### src/rtl/kp_matrix_scanner_pkg.sv
// kp_pkg: shared state, event and constant definitions for the keypad matrix scanner
package kp_pkg;
    typedef enum logic [1:0] {IDLE, DRIVE, SAMPLE, EMIT} kp_state_t;
    localparam int KP_CODE_MAX_W = 16;
    localparam logic [31:0] KP_ROW_IDLE = '1;
    typedef struct packed {
        logic [KP_CODE_MAX_W-1:0] code;
        logic                     press;
    } kp_evt_t;
    function automatic int kp_key_w(input int rows, input int cols);
        return $clog2(rows * cols);
    endfunction
endpackage

### src/rtl/kp_matrix_scanner_if.sv
// kp_matrix_scanner_if: press/release event stream with valid/ready handshake and sticky overflow
interface kp_matrix_scanner_if #(
    parameter int CW = kp_pkg::kp_key_w(4, 4)
);
    logic          evt_valid;
    logic          evt_ready;
    logic [CW-1:0] evt_code;
    logic          evt_press;
    logic          evt_overflow;
    modport master(output evt_valid, evt_code, evt_press, evt_overflow, input evt_ready);
    modport slave(input evt_valid, evt_code, evt_press, evt_overflow, output evt_ready);
endinterface

### src/rtl/kp_matrix_scanner_fifo.sv
// kp_event_fifo: first-word-fall-through FIFO that drops pushes when full and flags it stickily
module kp_event_fifo #(
    parameter int DEPTH = 4,
    parameter int W     = 8
) (
    input  logic         clk,
    input  logic         rst,
    input  logic         push_i,
    input  logic [W-1:0] data_i,
    input  logic         pop_i,
    output logic [W-1:0] data_o,
    output logic         empty_o,
    output logic         drop_o
);
    localparam int AW = $clog2(DEPTH);
    localparam int NW = AW + 1;
    logic [W-1:0]  mem_q [DEPTH];
    logic [AW-1:0] wr_q, rd_q;
    logic [NW-1:0] cnt_q;
    logic          full, do_push, do_pop, drop_q;
    assign full    = cnt_q == NW'(DEPTH);
    assign empty_o = cnt_q == '0;
    assign do_pop  = pop_i && !empty_o;
    assign do_push = push_i && (!full || do_pop);
    assign data_o  = empty_o ? '0 : mem_q[rd_q];
    assign drop_o  = drop_q;
    always_ff @(posedge clk) begin
        if (rst) begin
            wr_q   <= '0;
            rd_q   <= '0;
            cnt_q  <= '0;
            drop_q <= 1'b0;
        end else begin
            wr_q   <= wr_q + AW'(do_push);
            rd_q   <= rd_q + AW'(do_pop);
            cnt_q  <= cnt_q + NW'(do_push) - NW'(do_pop);
            drop_q <= drop_q | (push_i && !do_push);
        end
    end
    always_ff @(posedge clk) begin
        if (do_push) mem_q[wr_q] <= data_i;
    end
endmodule

### src/rtl/kp_matrix_scanner.sv
// kp_matrix_scanner: scans an active-low key matrix, debounces every key and queues press/release events
module kp_matrix_scanner
    import kp_pkg::*;
#(
    parameter int ROWS           = 4,
    parameter int COLS           = 4,
    parameter int SETTLE_CYCLES  = 4,
    parameter int DEBOUNCE_SCANS = 3,
    parameter int FIFO_DEPTH     = 4
) (
    input  logic                 clk,
    input  logic                 rst,
    input  logic                 scan_en_i,
    input  logic [COLS-1:0]      kp_col_i,
    output logic [ROWS-1:0]      kp_row_o,
    output logic [ROWS*COLS-1:0] key_state_o,
    kp_matrix_scanner_if.master  evt
);
    localparam int N   = ROWS * COLS;
    localparam int CW  = kp_key_w(ROWS, COLS);
    localparam int RW  = $clog2(ROWS);
    localparam int SW  = $clog2(SETTLE_CYCLES);
    localparam int DW  = $clog2(DEBOUNCE_SCANS + 1);
    localparam int CSW = COLS > 1 ? $clog2(COLS) : 1;
    kp_state_t      state_q, state_d;
    logic [RW-1:0]  row_q, row_d, row_nx;
    logic [SW-1:0]  set_q, set_d;
    logic [COLS-1:0] chg_q, chg_d, chg_s;
    logic [COLS-1:0] sync1_q, sync2_q;
    logic [N-1:0]   ks_q, ks_d;
    logic [DW-1:0]  deb_q [N];
    logic [DW-1:0]  deb_d [N];
    logic [CSW-1:0] sel;
    logic [CW-1:0]  code;
    logic           empty;
    kp_evt_t        pe, head;
    assign row_nx      = row_q == RW'(ROWS - 1) ? '0 : row_q + 1'b1;
    assign kp_row_o    = state_q == IDLE ? ROWS'(KP_ROW_IDLE) : ~(ROWS'(1) << row_q);
    assign key_state_o = ks_q;
    assign code        = CW'(int'(row_q) * COLS + int'(sel));
    always_ff @(posedge clk) begin
        if (rst) begin
            sync1_q <= '1;
            sync2_q <= '1;
            state_q <= IDLE;
            row_q   <= '0;
            set_q   <= '0;
            chg_q   <= '0;
            ks_q    <= '0;
            deb_q   <= '{default: '0};
        end else begin
            sync1_q <= kp_col_i;
            sync2_q <= sync1_q;
            state_q <= state_d;
            row_q   <= row_d;
            set_q   <= set_d;
            chg_q   <= chg_d;
            ks_q    <= ks_d;
            deb_q   <= deb_d;
        end
    end
    // A synchronised 1 on a column means released; the key disagrees with its stable state when that equals it
    always_comb begin
        ks_d  = ks_q;
        deb_d = deb_q;
        chg_s = '0;
        for (int k = 0; k < N; k++) begin
            if (state_q == SAMPLE && k / COLS == int'(row_q)) begin
                if (sync2_q[k % COLS] != ks_q[k]) deb_d[k] = '0;
                else if (deb_q[k] == DW'(DEBOUNCE_SCANS - 1)) begin
                    deb_d[k]          = '0;
                    ks_d[k]           = ~ks_q[k];
                    chg_s[k % COLS]   = 1'b1;
                end else deb_d[k] = deb_q[k] + 1'b1;
            end
        end
    end
    always_comb begin
        sel = '0;
        for (int c = COLS - 1; c >= 0; c--) if (chg_q[c]) sel = CSW'(c);
    end
    always_comb begin
        pe.code  = KP_CODE_MAX_W'(code);
        pe.press = ks_q[code];
    end
    always_comb begin
        state_d = state_q;
        row_d   = row_q;
        set_d   = set_q;
        chg_d   = chg_q;
        if (!scan_en_i) begin
            state_d = IDLE;
            row_d   = '0;
            chg_d   = '0;
        end else begin
            case (state_q)
                IDLE: begin
                    state_d = DRIVE;
                    row_d   = '0;
                    set_d   = '0;
                end
                DRIVE: begin
                    state_d = set_q == SW'(SETTLE_CYCLES - 1) ? SAMPLE : DRIVE;
                    set_d   = set_q + 1'b1;
                end
                SAMPLE: begin
                    chg_d   = chg_s;
                    state_d = |chg_s ? EMIT : DRIVE;
                    row_d   = |chg_s ? row_q : row_nx;
                    set_d   = '0;
                end
                EMIT: begin
                    chg_d   = chg_q & ~(COLS'(1) << sel);
                    state_d = |chg_d ? EMIT : DRIVE;
                    row_d   = |chg_d ? row_q : row_nx;
                    set_d   = '0;
                end
            endcase
        end
    end
    kp_event_fifo #(
        .DEPTH(FIFO_DEPTH),
        .W($bits(kp_evt_t))
    ) u_fifo (
        .clk(clk),
        .rst(rst),
        .push_i(state_q == EMIT),
        .data_i(pe),
        .pop_i(evt.evt_ready),
        .data_o(head),
        .empty_o(empty),
        .drop_o(evt.evt_overflow)
    );
    assign evt.evt_valid = !empty;
    assign evt.evt_code  = CW'(head.code);
    assign evt.evt_press = head.press;
endmodule
### src/flat_wrapper.sv
// flat-port wrapper written by rule: the top's interface ports become plain ports
module kp_matrix_scanner_flat import kp_pkg::*;
#(
    parameter int ROWS           = 4,
    parameter int COLS           = 4,
    parameter int SETTLE_CYCLES  = 4,
    parameter int DEBOUNCE_SCANS = 3,
    parameter int FIFO_DEPTH     = 4
)
  (clk, rst, scan_en_i, kp_col_i, kp_row_o, key_state_o, evt_evt_valid, evt_evt_code, evt_evt_press, evt_evt_overflow, evt_evt_ready);
  kp_matrix_scanner_if evt_i ();
  input  logic clk;
  input  logic rst;
  input  logic scan_en_i;
  input  logic [COLS-1:0] kp_col_i;
  output logic [ROWS-1:0] kp_row_o;
  output logic [ROWS*COLS-1:0] key_state_o;
  output wire logic [$bits(evt_i.evt_valid)-1:0] evt_evt_valid;
  output wire logic [$bits(evt_i.evt_code)-1:0] evt_evt_code;
  output wire logic [$bits(evt_i.evt_press)-1:0] evt_evt_press;
  output wire logic [$bits(evt_i.evt_overflow)-1:0] evt_evt_overflow;
  input wire logic [$bits(evt_i.evt_ready)-1:0] evt_evt_ready;
  assign evt_evt_valid = evt_i.evt_valid;
  assign evt_evt_code = evt_i.evt_code;
  assign evt_evt_press = evt_i.evt_press;
  assign evt_evt_overflow = evt_i.evt_overflow;
  assign evt_i.evt_ready = evt_evt_ready;
  kp_matrix_scanner #(.ROWS(ROWS), .COLS(COLS), .SETTLE_CYCLES(SETTLE_CYCLES), .DEBOUNCE_SCANS(DEBOUNCE_SCANS), .FIFO_DEPTH(FIFO_DEPTH)) u_core (.clk(clk), .rst(rst), .scan_en_i(scan_en_i), .kp_col_i(kp_col_i), .kp_row_o(kp_row_o), .key_state_o(key_state_o), .evt(evt_i));
endmodule
### config.mk
export PLATFORM = sky130hd
export DESIGN_NAME = kp_matrix_scanner_flat
export DESIGN_NICKNAME = d
export VERILOG_FILES = /design/src/rtl/kp_matrix_scanner_pkg.sv /design/src/rtl/kp_matrix_scanner_if.sv /design/src/rtl/kp_matrix_scanner_fifo.sv /design/src/rtl/kp_matrix_scanner.sv /design/src/flat_wrapper.sv
export SDC_FILE = /design/constraint.sdc
export NUM_CORES = 1
export LEC_CHECK = 0
export CAP_MARGIN = 10
export CORE_AREA = 10 10 151 153
export DETAILED_ROUTE_END_ITERATION = 10
export DIE_AREA = 0 0 161 163
export GPL_TIMING_DRIVEN = 0
export PLACE_DENSITY = 0.45
export SLEW_MARGIN = 20
export SYNTH_ARGS = -nofsm -noshare
export SYNTH_HDL_FRONTEND = slang
export SYNTH_HIERARCHICAL = 1
export SYNTH_SLANG_ARGS = --single-unit
### constraint.sdc
create_clock -name clk -period 6.7 [get_ports clk]
set_clock_uncertainty 0.15 [all_clocks]
set_input_delay 1.34 -clock clk [delete_from_list [all_inputs] [get_ports clk]]
set_output_delay 1.34 -clock clk [all_outputs]
set_load 0.02 [all_outputs]
==> out/qor.txt <==
status = completed
Syn Nets = 419
GPL Wtd Cong = 0.806
Final Cell Area = 5140 sq um
Cell Count, Final, Fillers Out = 721
post_cts resized = 0
crit path DAT = 2.05 ns
final hold violations = 0
Worst-Skew Late Latency = 0.35 ns
CP Launch Type = flip-flop
fin nets = 464
Top Ports = 35
Setup CP Type = flip-flop to primary output
1st-iter DRT viols = 163
ANT nets after route = 0
largest net degree at the start of global routing = 17
Die Ht = 163 microns
maximum root-to-sink buffer count = 2
Post-CTS Hold Buffers = 0
GRT Total Usage = 8.14%
CTS tree = yes
Worst setup EP type = primary output
Die X = 161 microns
Worst slew margin = 45.6%
final hold slack = 0.260 ns
global-route wire length before repair = 16.7 mm
CP required = 5.21 ns
total power = 1.30 mW
Final Slew Violations = 0
CP max FO = 11
DRC = 0
number of CTS-inserted buffers = 9
CTS root buffer = clkbuf_16
Leak = 1.70 nW
setup_tns = 0 ns
# diodes = 0
Highest Signal Layer = met4
CTS Sinks = 94
worst min path class = flip-flop to flip-flop
Core ar. = 19900 sq um
placed cells = 705
fraction of layout cells with a size suffix above 1 = 8.43%
1st-pass router iterations = 4
Synthesis Warnings = 6
Post-CTS Setup Repair Bufs = 0
htree depth = 3
most frequent cells in the layout = dfxtp_1, nor2_1, a21oi_1
wire per inst = 14.2 microns
# Max-Cap Violations = 0
routed wl met2 = 5.04 mm
Detailed Place HPWL = 7.83 mm
drt total wl = 10.3 mm
Least-Margin Pin Slew = 0.815 ns
num rows = 52
Area Growth Syn to Fin = 23.1%
DR vias = 3084
crit path time final = 3.54 ns
initial antenna violation count = 0
Pwr per Cell Area = 253 nW/um^2
Remaining Overflow, GRT = 0
Mapped Cells = 401
Placed Area = 4850 sq um
M1 WL = 4.62 mm
Buffers on Ports = 34
Final Setup Violations = 0
Avg Cell Area, Syn = 10.4 sq um
flop-to-flop setup slack = 3.34 ns
max frequency = 282 MHz
Initial Util = 21.0%
WL met3 = 509 microns
post-route clock period utilization = 52.9%
clock-pin slew on the worst setup and hold paths = 0.07 ns
most common cell after layout, fill and taps aside = dfxtp_1
RSZ-0062 raised after global routing = false
cell area after synthesis = 4170 sq um
vias in the first global route = 3074
Vias/cell = 4.28
Max rail drop VDD = 0.000111 V
full die area = 26200 sq um
[per-layer routing]
layer	vias to the layer above	track usage, %
li1	1529	-
met1	1496	9.87
met4	0	1.99
met5	-	0
met3	9	3.08
met2	50	13.3
[report_power, final]
part | leakage (nW) | internal [mW] | switching (mW) | total [mW]
Clock | 0.143 | 0.264 | 0.220 | 0.484
Sequential | 0.781 | 0.590 | 0.0178 | 0.608
Combinational | 0.779 | 0.112 | 0.0976 | 0.209
Total | 1.70 | 0.965 | 0.336 | 1.30
[area by class of cell]
| class | instances | area [sq um] |
|---|---|---|
| inverter | 9 | 33.8 |
| sequential | 94 | 2080 |
| buffer | 21 | 101 |
| clock inverter | 6 | 46.3 |
| clock buffer | 10 | 239 |
| fill | 2173 | 14800 |
| tap | 270 | 338 |
| timing repair buffer | 34 | 340 |
| multi-input combinational | 277 | 1960 |
[through the flow]
step | worst slack (ns) | utilization, %
2_1_floorplan | 3.58 | -
3_3_place_gp | 2.97 | 24.4
3_5_place_dp | 2.92 | 24.4
4_1_cts | 3.10 | 25.8
5_1_grt | 3.00 | 25.8
6_report | 3.16 | 25.8
[flip-flops by register name, summed over array words and instances (netlist names)]
name                  flops
u_core/sync2_q            4
u_core/deb_q             32
u_core/row_q              2
u_core/u_fifo/wr_q        2
u_core/state_q            2
u_core/u_fifo/cnt_q       3
u_core/u_fifo/mem_q      20
u_core/key_state_o       16
u_core/chg_q              4
u_core/u_fifo/rd_q        2
u_core/set_q              2
u_core/sync1_q            4
u_core/u_fifo/drop_o      1
[worst paths after layout]
kind | cells after the start | from | to
setup reg to reg | 9 | u_core/row_q[0] | u_core/row_q[1]
setup / recovery | 4 | u_core/row_q[0] | kp_row_o[0]
hold reg to reg | 1 | u_core/sync1_q[0] | u_core/sync2_q[0]
hold / removal | 1 | u_core/sync1_q[0] | u_core/sync2_q[0]
[critical path, stage by stage, from the launching register on]
cell and delay, ns:
dfxtp_1 0.56, inv_1 0.13, ha_1 0.24, o21ai_0 0.12, clkdlybuf4s50_1 0.66
Power figures use the tool's default switching activity.
